<file path="src/rtl/wf_joystick_scan_sched.sv">
// Scan scheduler and LED-frame arbiter for the joystick board serial driver.
// Optional switch debounce is built when WF_SCAN_DEBOUNCE_EN is defined.
module wf_joystick_scan_sched #(
  parameter int unsigned SCAN_TICKS  = 200,
  parameter int unsigned TIMEOUT_CYC = 1023,
  parameter int unsigned DEB_SCANS   = 4
) (
  input  logic        clk,
  input  logic        reset,
  input  logic        tick_10us,
  output logic        scan_enable,
  input  logic        scan_done,
  input  logic [12:0] sw_raw,
  input  logic [1:0]  req,
  input  logic [47:0] frame0,
  input  logic [47:0] frame1,
  output logic [1:0]  grant,
  output logic [47:0] led_frame,
  output logic [2:0]  col_idx,
  output logic        frame_start,
  output logic [12:0] sw_stable,
  output logic [12:0] sw_press,
  output logic        overrun,
  output logic        timeout_err
);

  localparam int unsigned   PW       = (SCAN_TICKS > 1) ? $clog2(SCAN_TICKS) : 1;
  localparam logic [PW-1:0] PER_LAST = PW'(SCAN_TICKS - 1);
  localparam logic [9:0]    WD_LAST  = 10'(TIMEOUT_CYC - 1);

  localparam logic [1:0] S_IDLE  = 2'd0;
  localparam logic [1:0] S_ISSUE = 2'd1;
  localparam logic [1:0] S_BUSY  = 2'd2;

  logic [1:0]    state_q, state_d;
  logic [PW-1:0] per_q, per_d;
  logic          pend_q, pend_d;
  logic [9:0]    wd_q, wd_d;
  logic [2:0]    col_q, col_d;
  logic          fs_q, fs_d;
  logic [1:0]    grant_q, grant_d, arb_win;
  logic          last_q, last_d;
  logic [47:0]   led_q, led_d;
  logic [12:0]   stable_q, stable_d, press_q, press_d;
  logic          ovr_q, ovr_d, tmo_q, tmo_d;
  logic          expire, busy, done_acc, wd_hit, boundary;

  always_comb begin
    busy     = (state_q == S_BUSY);
    expire   = tick_10us && (per_q == PER_LAST);
    done_acc = busy && scan_done;
    // A completion arriving on the last watchdog cycle wins over the timeout.
    wd_hit   = busy && !scan_done && (wd_q == WD_LAST);
    boundary = done_acc && (col_q == 3'd5);

    per_d = per_q;
    if (tick_10us) per_d = expire ? '0 : per_q + PW'(1);

    pend_d = pend_q;
    if (expire)                  pend_d = 1'b1;
    else if (state_q == S_ISSUE) pend_d = 1'b0;

    ovr_d = ovr_q | (expire & (pend_q | busy));
    tmo_d = tmo_q | wd_hit;

    wd_d = wd_q;
    if (state_q == S_ISSUE) wd_d = '0;
    else if (busy)          wd_d = wd_q + 10'd1;

    state_d = state_q;
    case (state_q)
      S_IDLE:  if (pend_q) state_d = S_ISSUE;
      S_ISSUE: state_d = S_BUSY;
      S_BUSY: begin
        // A period that expired during the transfer reissues straight away.
        if (done_acc)    state_d = pend_q ? S_ISSUE : S_IDLE;
        else if (wd_hit) state_d = S_IDLE;
      end
      default: state_d = S_IDLE;
    endcase

    col_d = col_q;
    if (done_acc) col_d = (col_q == 3'd5) ? 3'd0 : col_q + 3'd1;
    fs_d = boundary;
  end

  always_comb begin
    // Owner keeps the grant while requesting; otherwise the requesting side
    // (at most one remains) wins, with a tie going to the previous non-owner.
    if ((grant_q[0] && req[0]) || (grant_q[1] && req[1])) arb_win = grant_q;
    else if (req == 2'b11)                                arb_win = last_q ? 2'b01 : 2'b10;
    else                                                  arb_win = req;

    grant_d = grant_q;
    last_d  = last_q;
    led_d   = led_q;
    if (boundary) begin
      grant_d = arb_win;
      if (arb_win[0]) begin
        led_d  = frame0;
        last_d = 1'b0;
      end else if (arb_win[1]) begin
        led_d  = frame1;
        last_d = 1'b1;
      end
    end
  end

`ifdef WF_SCAN_DEBOUNCE_EN
  localparam logic [3:0] DEB_N = 4'(DEB_SCANS);
  logic [12:0][3:0] deb_q, deb_d;

  always_comb begin
    stable_d = stable_q;
    deb_d    = deb_q;
    if (done_acc) begin
      for (int unsigned i = 0; i < 13; i++) begin
        if (sw_raw[i] == stable_q[i]) begin
          deb_d[i] = '0;
        end else if (deb_q[i] + 4'd1 == DEB_N) begin
          stable_d[i] = ~stable_q[i];
          deb_d[i]    = '0;
        end else begin
          deb_d[i] = deb_q[i] + 4'd1;
        end
      end
    end
  end

  always_ff @(posedge clk) begin
    if (reset) deb_q <= '0;
    else       deb_q <= deb_d;
  end
`else
  always_comb begin
    stable_d = done_acc ? sw_raw : stable_q;
  end
`endif

  assign press_d = stable_d & ~stable_q;

  always_ff @(posedge clk) begin
    if (reset) begin
      state_q  <= S_IDLE;
      per_q    <= '0;
      pend_q   <= 1'b0;
      wd_q     <= '0;
      col_q    <= '0;
      fs_q     <= 1'b0;
      grant_q  <= '0;
      last_q   <= 1'b1;
      led_q    <= '0;
      stable_q <= '0;
      press_q  <= '0;
      ovr_q    <= 1'b0;
      tmo_q    <= 1'b0;
    end else begin
      state_q  <= state_d;
      per_q    <= per_d;
      pend_q   <= pend_d;
      wd_q     <= wd_d;
      col_q    <= col_d;
      fs_q     <= fs_d;
      grant_q  <= grant_d;
      last_q   <= last_d;
      led_q    <= led_d;
      stable_q <= stable_d;
      press_q  <= press_d;
      ovr_q    <= ovr_d;
      tmo_q    <= tmo_d;
    end
  end

  assign scan_enable = (state_q == S_ISSUE);
  assign grant       = grant_q;
  assign led_frame   = led_q;
  assign col_idx     = col_q;
  assign frame_start = fs_q;
  assign sw_stable   = stable_q;
  assign sw_press    = press_q;
  assign overrun     = ovr_q;
  assign timeout_err = tmo_q;

endmodule

</file>
<file path="config.mk">
export PLATFORM = sky130hd
export DESIGN_NAME = wf_joystick_scan_sched
export DESIGN_NICKNAME = d
export VERILOG_FILES = /design/src/rtl/wf_joystick_scan_sched.sv
export SDC_FILE = /design/constraint.sdc
export NUM_CORES = 1
export LEC_CHECK = 0
export CORE_AREA = 2 2 113 115
export DETAILED_ROUTE_END_ITERATION = 8
export DIE_AREA = 0 0 115 117
export MAX_ROUTING_LAYER = met4
export PLACE_DENSITY = 0.79
export SYNTH_ARGS = -nofsm -noshare
export SYNTH_HDL_FRONTEND = slang
export SYNTH_SLANG_ARGS = --single-unit
</file>
<file path="constraint.sdc">
create_clock -name clk -period 1.5 [get_ports clk]
set_input_delay 0.3 -clock clk [delete_from_list [all_inputs] [get_ports clk]]
set_output_delay 0.3 -clock clk [all_outputs]
set_load 0.1 [all_outputs]
</file>
; ---- Word level (Yosys, flattened, before mapping)
; Index checks and enable logic that the tools add are counted.
[op_classes]
reduce_logical = 15
add_sub_neg = 3
mux = 17
n_eq_ne = 8
bitwise_logic = 6
[op_table]
columns = op, n
row1 = $mux 48, 2
row2 = $and 13x13->13, 1
row3 = $mux 13, 1
row4 = $not 13->13, 1
row5 = $mux 2, 6
row6 = $add 10x1->10 const B, 1
row7 = $eq 10x10->1 const B, 1
row8 = $add 8x1->8 const B, 1
row9 = $eq 8x8->1 const B, 1
row10 = $mux 8, 1
row11 = $logic_and 1x1->1, 7
row12 = $pmux 2 s3, 1
row13 = $mux 1, 5
row14 = $eq 2x2->1 const B, 2
row15 = $reduce_and 2->1, 2
row16 = $reduce_bool 2->1, 2
row17 = $add 3x1->3 const B, 1
row18 = $eq 3x3->1 const B, 1
row19 = $mux 3, 1
row20 = $ne 3x1->1 const B, 1
row21 = $or 1x1->1, 3
row22 = $eq 2x1->1 const B, 1
row23 = $logic_not 2->1, 1
row24 = $ne 2x2->1 const B, 1
row25 = other kinds (4), 4
[word_totals]
elab_cells = 62
input_bits = 115
register_bits = 104
out_inout_bits = 83

; ---- Longest topological paths before layout
; Gate-level depths: netlist (run 1).
[depth]
ltp_word = 6
ltp_mapped = 6
depth_no_buf = 6

; ---- Least setup slack after synthesis (run 1)
; OpenSTA, ideal clock, no wires.
[synth_path]
kind = reg2reg
startpoint = register col_q[0] (netlist: col_idx[0])
endpoint = register led_q[10] (netlist: led_frame[10])
setup_time_ps = 88
period_less_slack_ps = 2186
n_path_buf = 1
required_time_ps = 1412
stages_incl_launch_ff = 6
arrival_ps = 2098
setup_slack_ps = -686
cell_sequence = dfxtp_1 -> nand4b_1 -> nor3_4 -> buf_6 -> nor2_1 -> a311oi_2
[synth_between]
elab_chain_len = 3
[synth_rtl]
columns = element, line_no
row1 = "start, declared", 39  ; logic [2:0] col_q, col_d;
row2 = "start signal, assigned", 162  ; col_q <= col_d;
row3 = $eq 3x3->1, 54  ; boundary = done_acc && (col_q == 3'd5);
row4 = $logic_and 1x1->1, 54
row5 = $reduce_and 2->1 (no line), --
row6 = "end signal, assigned", 166  ; led_q <= led_d;
row7 = "end, declared", 43  ; logic [47:0] led_q, led_d;
; Every way passes these cells.
; A chain may end at the register's enable or synchronous reset.

; ---- Final worst setup path (run 1)
[layout_path]
startpoint = register col_q[1] (netlist: col_idx[1])
endpoint = register led_q[22] (netlist: led_frame[22])
; The elaborated chain is that of the path after synthesis.

==> run_results.csv, run 1 <==
group,metric,value,unit
setup_path,path_buf_inv,5,
global_route,grt_pass1_vias,4677,
placed_design,dp_hpwl,10.3,mm
logic_synthesis,yosys-top-cells-count,"nand2_1 (126), dfxtp_1 (104), nor2_1 (71)",
logic_synthesis,syn_nets,623,
sta,finalCritPeriodShare,1.05,
logic_synthesis,synthFlopType,"dfxtp_1",
logic_synthesis,syn_area,4550,um^2
setup_path,crit_top_cell,"buf_6",
global_route,grt_max_degree,46,
logic_synthesis,synth-compound-area-share,0.187,
sta,final_hold_viol_count,0,
die,initial_utilization,0.370,
power,comb_power_share,0.101,
sta,max-slew-margin-rel,0.680,
worst_hold_path,hold_depth,2,
logic_synthesis,synthAdderAreaFrac,0.00824,
layout,fin_area,8650,um^2
layout,nets,866,
sta,worst_slack,-0.0714,ns
logic_synthesis,yosysSeqAreaShare,0.457,
setup_path,cp-start-kind,"register",
route,viasPerCell,5.12,
logic_synthesis,yosys.area.top_type,"dfxtp_1",
logic_synthesis,synth_top_family_by_area,"simple AND/OR/NAND/NOR gates",
sta,min_period,1.57,ns
cts,clk_pin_slew_worst_paths,0.08,ns
cts,cts_num_sinks,104,
placed_design,gp_congestion,0.790,
outcome,status,"complete, but fails checks",
route,drt-pass1-iter-count,4,
cts,tritoncts,"built",
power,power_switching,1.35,mW
setup_path,cp_max_fo,5,
setup_path,path_class,"reg -> reg",
sta,setup_viol,22,
setup_path,r2r_slack,-0.07,ns
die,core.rowCount,41,
layout,postLayoutCoreUtil,0.703,
placed_design,placed_area,7760,um^2
sta,slew_viol_final,0,
setup_path,slowest_stage,"dfxtp_4",
power,internal-power,4.53,mW
cts,cts_hold_buffers,0,
worst_hold_path,worst_hold_path.endpoint,"timeout_err$_SDFF_PP0_",
setup_path,cp_top_family,"buffers and inverters",
route,routed_wl,14.9,mm
layout,antennaDiodeCount,0,
die,die_area,13500,um^2
logic_synthesis,syn_inst,505,
cts,cts_root_buf,"clkbuf_16",
route,first_iter_violations,322,
outcome,violations,"negative setup slack",
layout,syn_to_final_growth,90.0,%
logic_synthesis,synth_warnings,0,
setup_path,crit_required,1.73,ns
setup_path,r2r-start,"col_idx[1]$_SDFFE_PP0N_",
sta,max_freq,0.636,GHz
setup_path,max_stage_delay,0.34,ns
setup_path,r2r_cells,8,
power,ir_drop,0.577,mV
power,swShare,0.229,
sta,fin_skew,0.0105,ns
placed_design,io_buffer_count,197,
logic_synthesis,synth_edf_count,0,
cts,cts_buffer_depth,2,
layout,drive_above_1_share,0.351,
logic_synthesis,ys_seq_elements,104,
route,ant_nets,0,
cts,cts_buffers,9,
die,die_w,115,um
power,pwr-share-clk,0.430,
power,power.total,5.88,mW
logic_synthesis,synth.most_common_cell,"nand2_1",
power,p_leak,3.19,nW
logic_synthesis,async_flop_share,0,
flow_run,max_cap_viol_count,0,
logic_synthesis,ys_types,41,
logic_synthesis,syn_avg_cell_area,9.02,um^2
power,p_per_area,679,nW/um^2
setup_path,critical_path_arrival,1.80,ns
power,p_seq_frac,0.469,
global_route,grt_util_all_layers,0.216,
logic_synthesis,synth-simple-area-share,0.252,
cts,htreeDepth,3,
setup_path,endpoint_kind,"register",
route,num_vias,4625,
route,avgRoutedWirePerCell,16.5,um
logic_synthesis,synth_top_cell_area_share,0.457,
logic_synthesis,synth_area_leaders,"dfxtp_1 (46%), a311oi_2 (13%), nand2_1 (10%), nor2_1 (5.9%), a21oi_1 (3.0%)",
setup_path,cp_cell_sequence,"nand4b_1 > nor3_4 > buf_6 > clkbuf_16 > buf_12 > buf_16 > buf_6 > a311oi_2",
global_route,grt-ovfl-total,0,
worst_hold_path,hp-class,"in -> reg",
sta,fin_setup_tns,-0.541,ns
sta,rsz0062_at_grt,"true",
layout,nFillCells,883,
global_route,antenna_found_initial,0,
die,core_area,12300,um^2
logic_synthesis,synthMuxAreaShare,0.0132,
sta,tightestPinTransition,0.479,ns
setup_path,reg2reg_to,"led_frame[22]$_SDFFE_PP0P_",
worst_hold_path,worstHoldStart,"reset",
logic_synthesis,synth-xor-area-share,0.0269,
die,die_h,117,um
cts,clk_latency,0.34,ns
die,ios,198,
route,drc,0,
global_route,grt_first_pass_wirelength,22.3,mm
==> power by group through the flow <==
stage | clock network, mW | logic, mW | registers (mW)
after floorplan | 0 | 0.181 | 2.82
after CTS | 2.57 | 0.589 | 2.76
after global placement | 0 | 0.542 | 2.82
after detailed placement | 0 | 0.551 | 2.82
final | 2.53 | 0.592 | 2.76
after global routing | 2.69 | 0.627 | 2.76
==> cell type report <==
class                   instances  area, um^2  share of cell area
clock inverters                 6        72.6             0.00839
inverters                       6        26.3             0.00304
repair buffers                268        3630               0.420
multi-input cells             359        2380               0.275
flip-flops and latches        104        2100               0.243
well taps                     150         188              0.0217
clock buffers                  10         250              0.0289
==> layer usage <==
metal  wire length [um]  GRT usage  up-vias
met2               7870      0.385      173
met5                  0          -        -
met1               5860      0.237     2185
met3                727     0.0324       37
met4                484      0.100        0
li1                   -          -     2230
==> how the worst max path moves through the flow <==
stage | slack (ns) | cells after the start | start | end
final | -0.07 | 8 | col_idx[1]$_SDFFE_PP0N_ | led_frame[22]$_SDFFE_PP0P_
after global placement | -0.43 | 7 | scan_done | led_frame[25]$_SDFFE_PP0P_
after CTS | -0.05 | 6 | col_idx[1]$_SDFFE_PP0N_ | led_frame[18]$_SDFFE_PP0P_
after detailed placement | -0.50 | 7 | scan_done | led_frame[47]$_SDFFE_PP0P_
after floorplan | -0.18 | 5 | col_idx[0]$_SDFFE_PP0N_ | led_frame[10]$_SDFFE_PP0P_
after global routing | -0.14 | 7 | col_idx[1]$_SDFFE_PP0N_ | led_frame[17]$_SDFFE_PP0P_
==> layout by cell type, fill, tap and decap left out, types with 10 or more instances in the layout <==
master           count
buf_6               10
nor3b_1             14
clkbuf_16           12
clkdlybuf4s50_1    110
a21oi_1             24
a311oi_2            40
nand2_1            126
nor2_2              17
nor2_1              48
buf_4               42
dfxtp_1             96
buf_12              91
==> state kept, by name (all words and copies together) (netlist names) <==
| signal | flops |
|---|---|
| col_idx | 3 |
| frame_start | 1 |
| grant | 2 |
| last_q | 1 |
| led_frame | 48 |
| overrun | 1 |
| pend_q | 1 |
| per_q | 8 |
| state_q | 2 |
| sw_press | 13 |
| sw_stable | 13 |
| timeout_err | 1 |
| wd_q | 10 |
==> what timing repair did <==
| action | CTS | global route |
|---|---|---|
| gates cloned | 5 | 2 |
| pin swaps | 27 | 20 |
| hold endpoints to repair | 0 | 0 |
| resized for setup | 45 | 29 |
| setup endpoints to repair | 52 | 53 |
| setup buffers | 10 | 11 |
==> cells by family after synthesis <==
| kind of cell | after synthesis |
|---|---|
| multiplexers | 6 |
| XOR/XNOR | 14 |
| AO/OA/AOI/OAI | 81 |
| adder cells (fa/ha/maj) | 3 |
| buffers and inverters | 42 |
| AND/OR/NAND/NOR | 255 |
| flip-flops | 104 |
==> per-stage QoR <==
step	worst slack, ns	cells	hold slack, ns
after CTS	-0.0524	891	0.200
final	-0.0714	903	0.219
after detailed placement	-0.500	860	0.484
after floorplan	-0.181	505	0.436
after global routing	-0.142	903	0.209
after global placement	-0.435	860	0.472
Power figures use the tool's default switching activity.
==> run 2, diff against run 1 <==
--- a/config.mk
+++ b/config.mk
@@ -5,11 +5,11 @@
 export SDC_FILE = /design/constraint.sdc
 export NUM_CORES = 1
 export LEC_CHECK = 0
-export CORE_AREA = 2 2 113 115
+export CORE_AREA = 2 2 108 110
 export DETAILED_ROUTE_END_ITERATION = 8
-export DIE_AREA = 0 0 115 117
+export DIE_AREA = 0 0 110 112
 export MAX_ROUTING_LAYER = met4
-export PLACE_DENSITY = 0.79
+export PLACE_DENSITY = 0.82
 export SYNTH_ARGS = -nofsm -noshare
 export SYNTH_HDL_FRONTEND = slang
 export SYNTH_SLANG_ARGS = --single-unit
==> constraint.sdc (replaced) <==
create_clock -name clk -period 1.73 [get_ports clk]
set_input_delay 0.346 -clock clk [delete_from_list [all_inputs] [get_ports clk]]
set_output_delay 0.346 -clock clk [all_outputs]
set_load 0.1 [all_outputs]
==> run_results.csv, run 2 (synthesis gave the netlist of run 1 again) <==
group,metric,value,unit
route,drc,0,
placed_design,placed_area,7640,um^2
placed_design,dp_hpwl,10.1,mm
layout,largest_reg_flops,48,
layout,most-common-layout-cells,"nand2_1 (126), clkdlybuf4s50_1 (111), dfxtp_1 (99), buf_12 (89), nor2_1 (71)",
power,p_per_area,602,nW/um^2
global_route,use_met2,0.398,
sta,hold_slack,0.385,ns
global_route,grt_first_pass_wirelength,21.8,mm
die,initial_utilization,0.408,
route,first_iter_violations,256,
route,num_vias,4478,
die,die_area,12300,um^2
global_route,grt-ovfl-total,0,
sta,setup_viol,0,
power,power.total,4.83,mW
layout,fin_cells,862,
placed_design,io_buffer_count,197,
sta,tightestPinTransition,0.332,ns
power,p_leak,2.88,nW
layout,syn_to_final_growth,76.1,%
global_route,grt_max_degree,41,
flow_run,max_cap_viol_count,0,
route,drt-pass1-iter-count,4,
power,ir_drop,0.400,mV
cts,cts_buffers,9,
sta,max_freq,0.600,GHz
cts,tritoncts,"built",
worst_hold_path,hp-class,"in -> reg",
die,core_area,11200,um^2
setup_path,r2r_slack,0.07,ns
die,ios,198,
die,die_w,110,um
layout,layout_commonest_cell,"nand2_1",
layout,antennaDiodeCount,0,
cts,cts_hold_buffers,0,
cts,clk_pin_slew_worst_paths,0.07,ns
global_route,met1_usage,0.256,
route,routed_wl,13.9,mm
global_route,grt_util_all_layers,0.233,
sta,max-slew-margin-rel,0.778,
setup_path,startpoint,"state_q[1]$_SDFFE_PP0P_",
sta,fin_skew,0.00844,ns
global_route,grt_pass1_vias,4570,
cts,cts_root_buf,"clkbuf_16",
cts,clk_latency,0.34,ns
setup_path,r2r-start,"col_idx[1]$_SDFFE_PP0N_",
layout,fin_area,8020,um^2
cts,cts_buffer_depth,2,
die,die_h,112,um
route,viasPerCell,5.19,
die,core.rowCount,39,
setup_path,cp_max_fo,10,
setup_path,cp-start-kind,"register",
setup_path,critical_path_arrival,1.32,ns
placed_design,place_inst,842,
setup_path,crit_required,1.38,ns
setup_path,path_class,"reg -> out",
sta,finalCritPeriodShare,0.963,
layout,nets,832,
route,ant_nets,0,
sta,worst_slack,0.0638,ns
global_route,gr-usage-met3,0.0445,
cts,cts_num_sinks,104,
sta,min_period,1.67,ns
setup_path,endpoint_kind,"primary output",
layout,drive_above_1_share,0.266,
worst_hold_path,worstHoldStart,"reset",
global_route,antenna_found_initial,0,
route,avgRoutedWirePerCell,16.1,um
placed_design,dp_slack,-0.363,ns
cts,htreeDepth,3,
global_route,busiest_layer,"met2",
sta,final_hold_viol_count,0,
outcome,status,"finished, final reports clean",
placed_design,gp_congestion,0.800,
sta,slew_viol_final,0,
[run 2: changes by cell type in the layout (fill, tap and decap cells not counted), moves of 3 or more]
| cell | delta |
|---|---|
| dfxtp_1 | +3 |
| nor2_4 | -6 |
| nor2_2 | -17 |
| buf_8 | -6 |
| buf_4 | -13 |
| nor2_1 | +23 |
| buf_6 | -10 |
[run 2: layout make-up]
class	count	area [um^2]
well taps	143	179
clock inverters	5	40.0
clock buffers	11	243
repair buffers	234	3210
inverters	6	22.5
multi-input cells	359	2230
fillers	797	3150
flip-flops and latches	104	2090
[run 2: worst paths after layout]
path,endpoint,cells after the start
max,scan_enable,4
min,per_q[1]$_SDFFE_PP0P_,2
max reg2reg,grant[1]$_SDFFE_PP0P_,5
min reg2reg,overrun$_SDFF_PP0_,2
[run 2: routing by layer]
metal	wire (um)	share of wire
met1	5400	0.39
met2	7230	0.52
met3	838	0.060
met4	427	0.031
met5	0	0
[run 2: what timing repair did]
item / 4_1_cts / 5_1_grt
pin swaps: 1 / 2
gates cloned: 1 / 1
endpoints found under the setup margin: 2 / 13
buffers inserted: 2 / 0
endpoints found under the hold margin: 0 / 0
gates resized for setup: 1 / 5
[run 2: stage by stage]
| stage | utilization | setup TNS [ns] |
|---|---|---|
| CTS | 0.715 | 0 |
| global route | 0.718 | -0.0385 |
| finish | 0.718 | 0 |
| floorplan | - | 0 |
| detailed placement | 0.684 | -16.01 |
| global placement | 0.684 | -13.06 |
[run 2: critical path, stage by stage, from the launching register on]
cell and delay [ns]:
dfxtp_1 0.32, buf_4 0.16, nand2b_2 0.21, inv_1 0.11, buf_12 0.18
[run 2: report_power, final]
group	switching, mW	leakage, nW	internal [mW]	total [mW]
Combinational	0.193	1.91	0.291	0.484
Sequential	0.00320	0.841	2.39	2.40
Clock	0.917	0.134	1.03	1.95
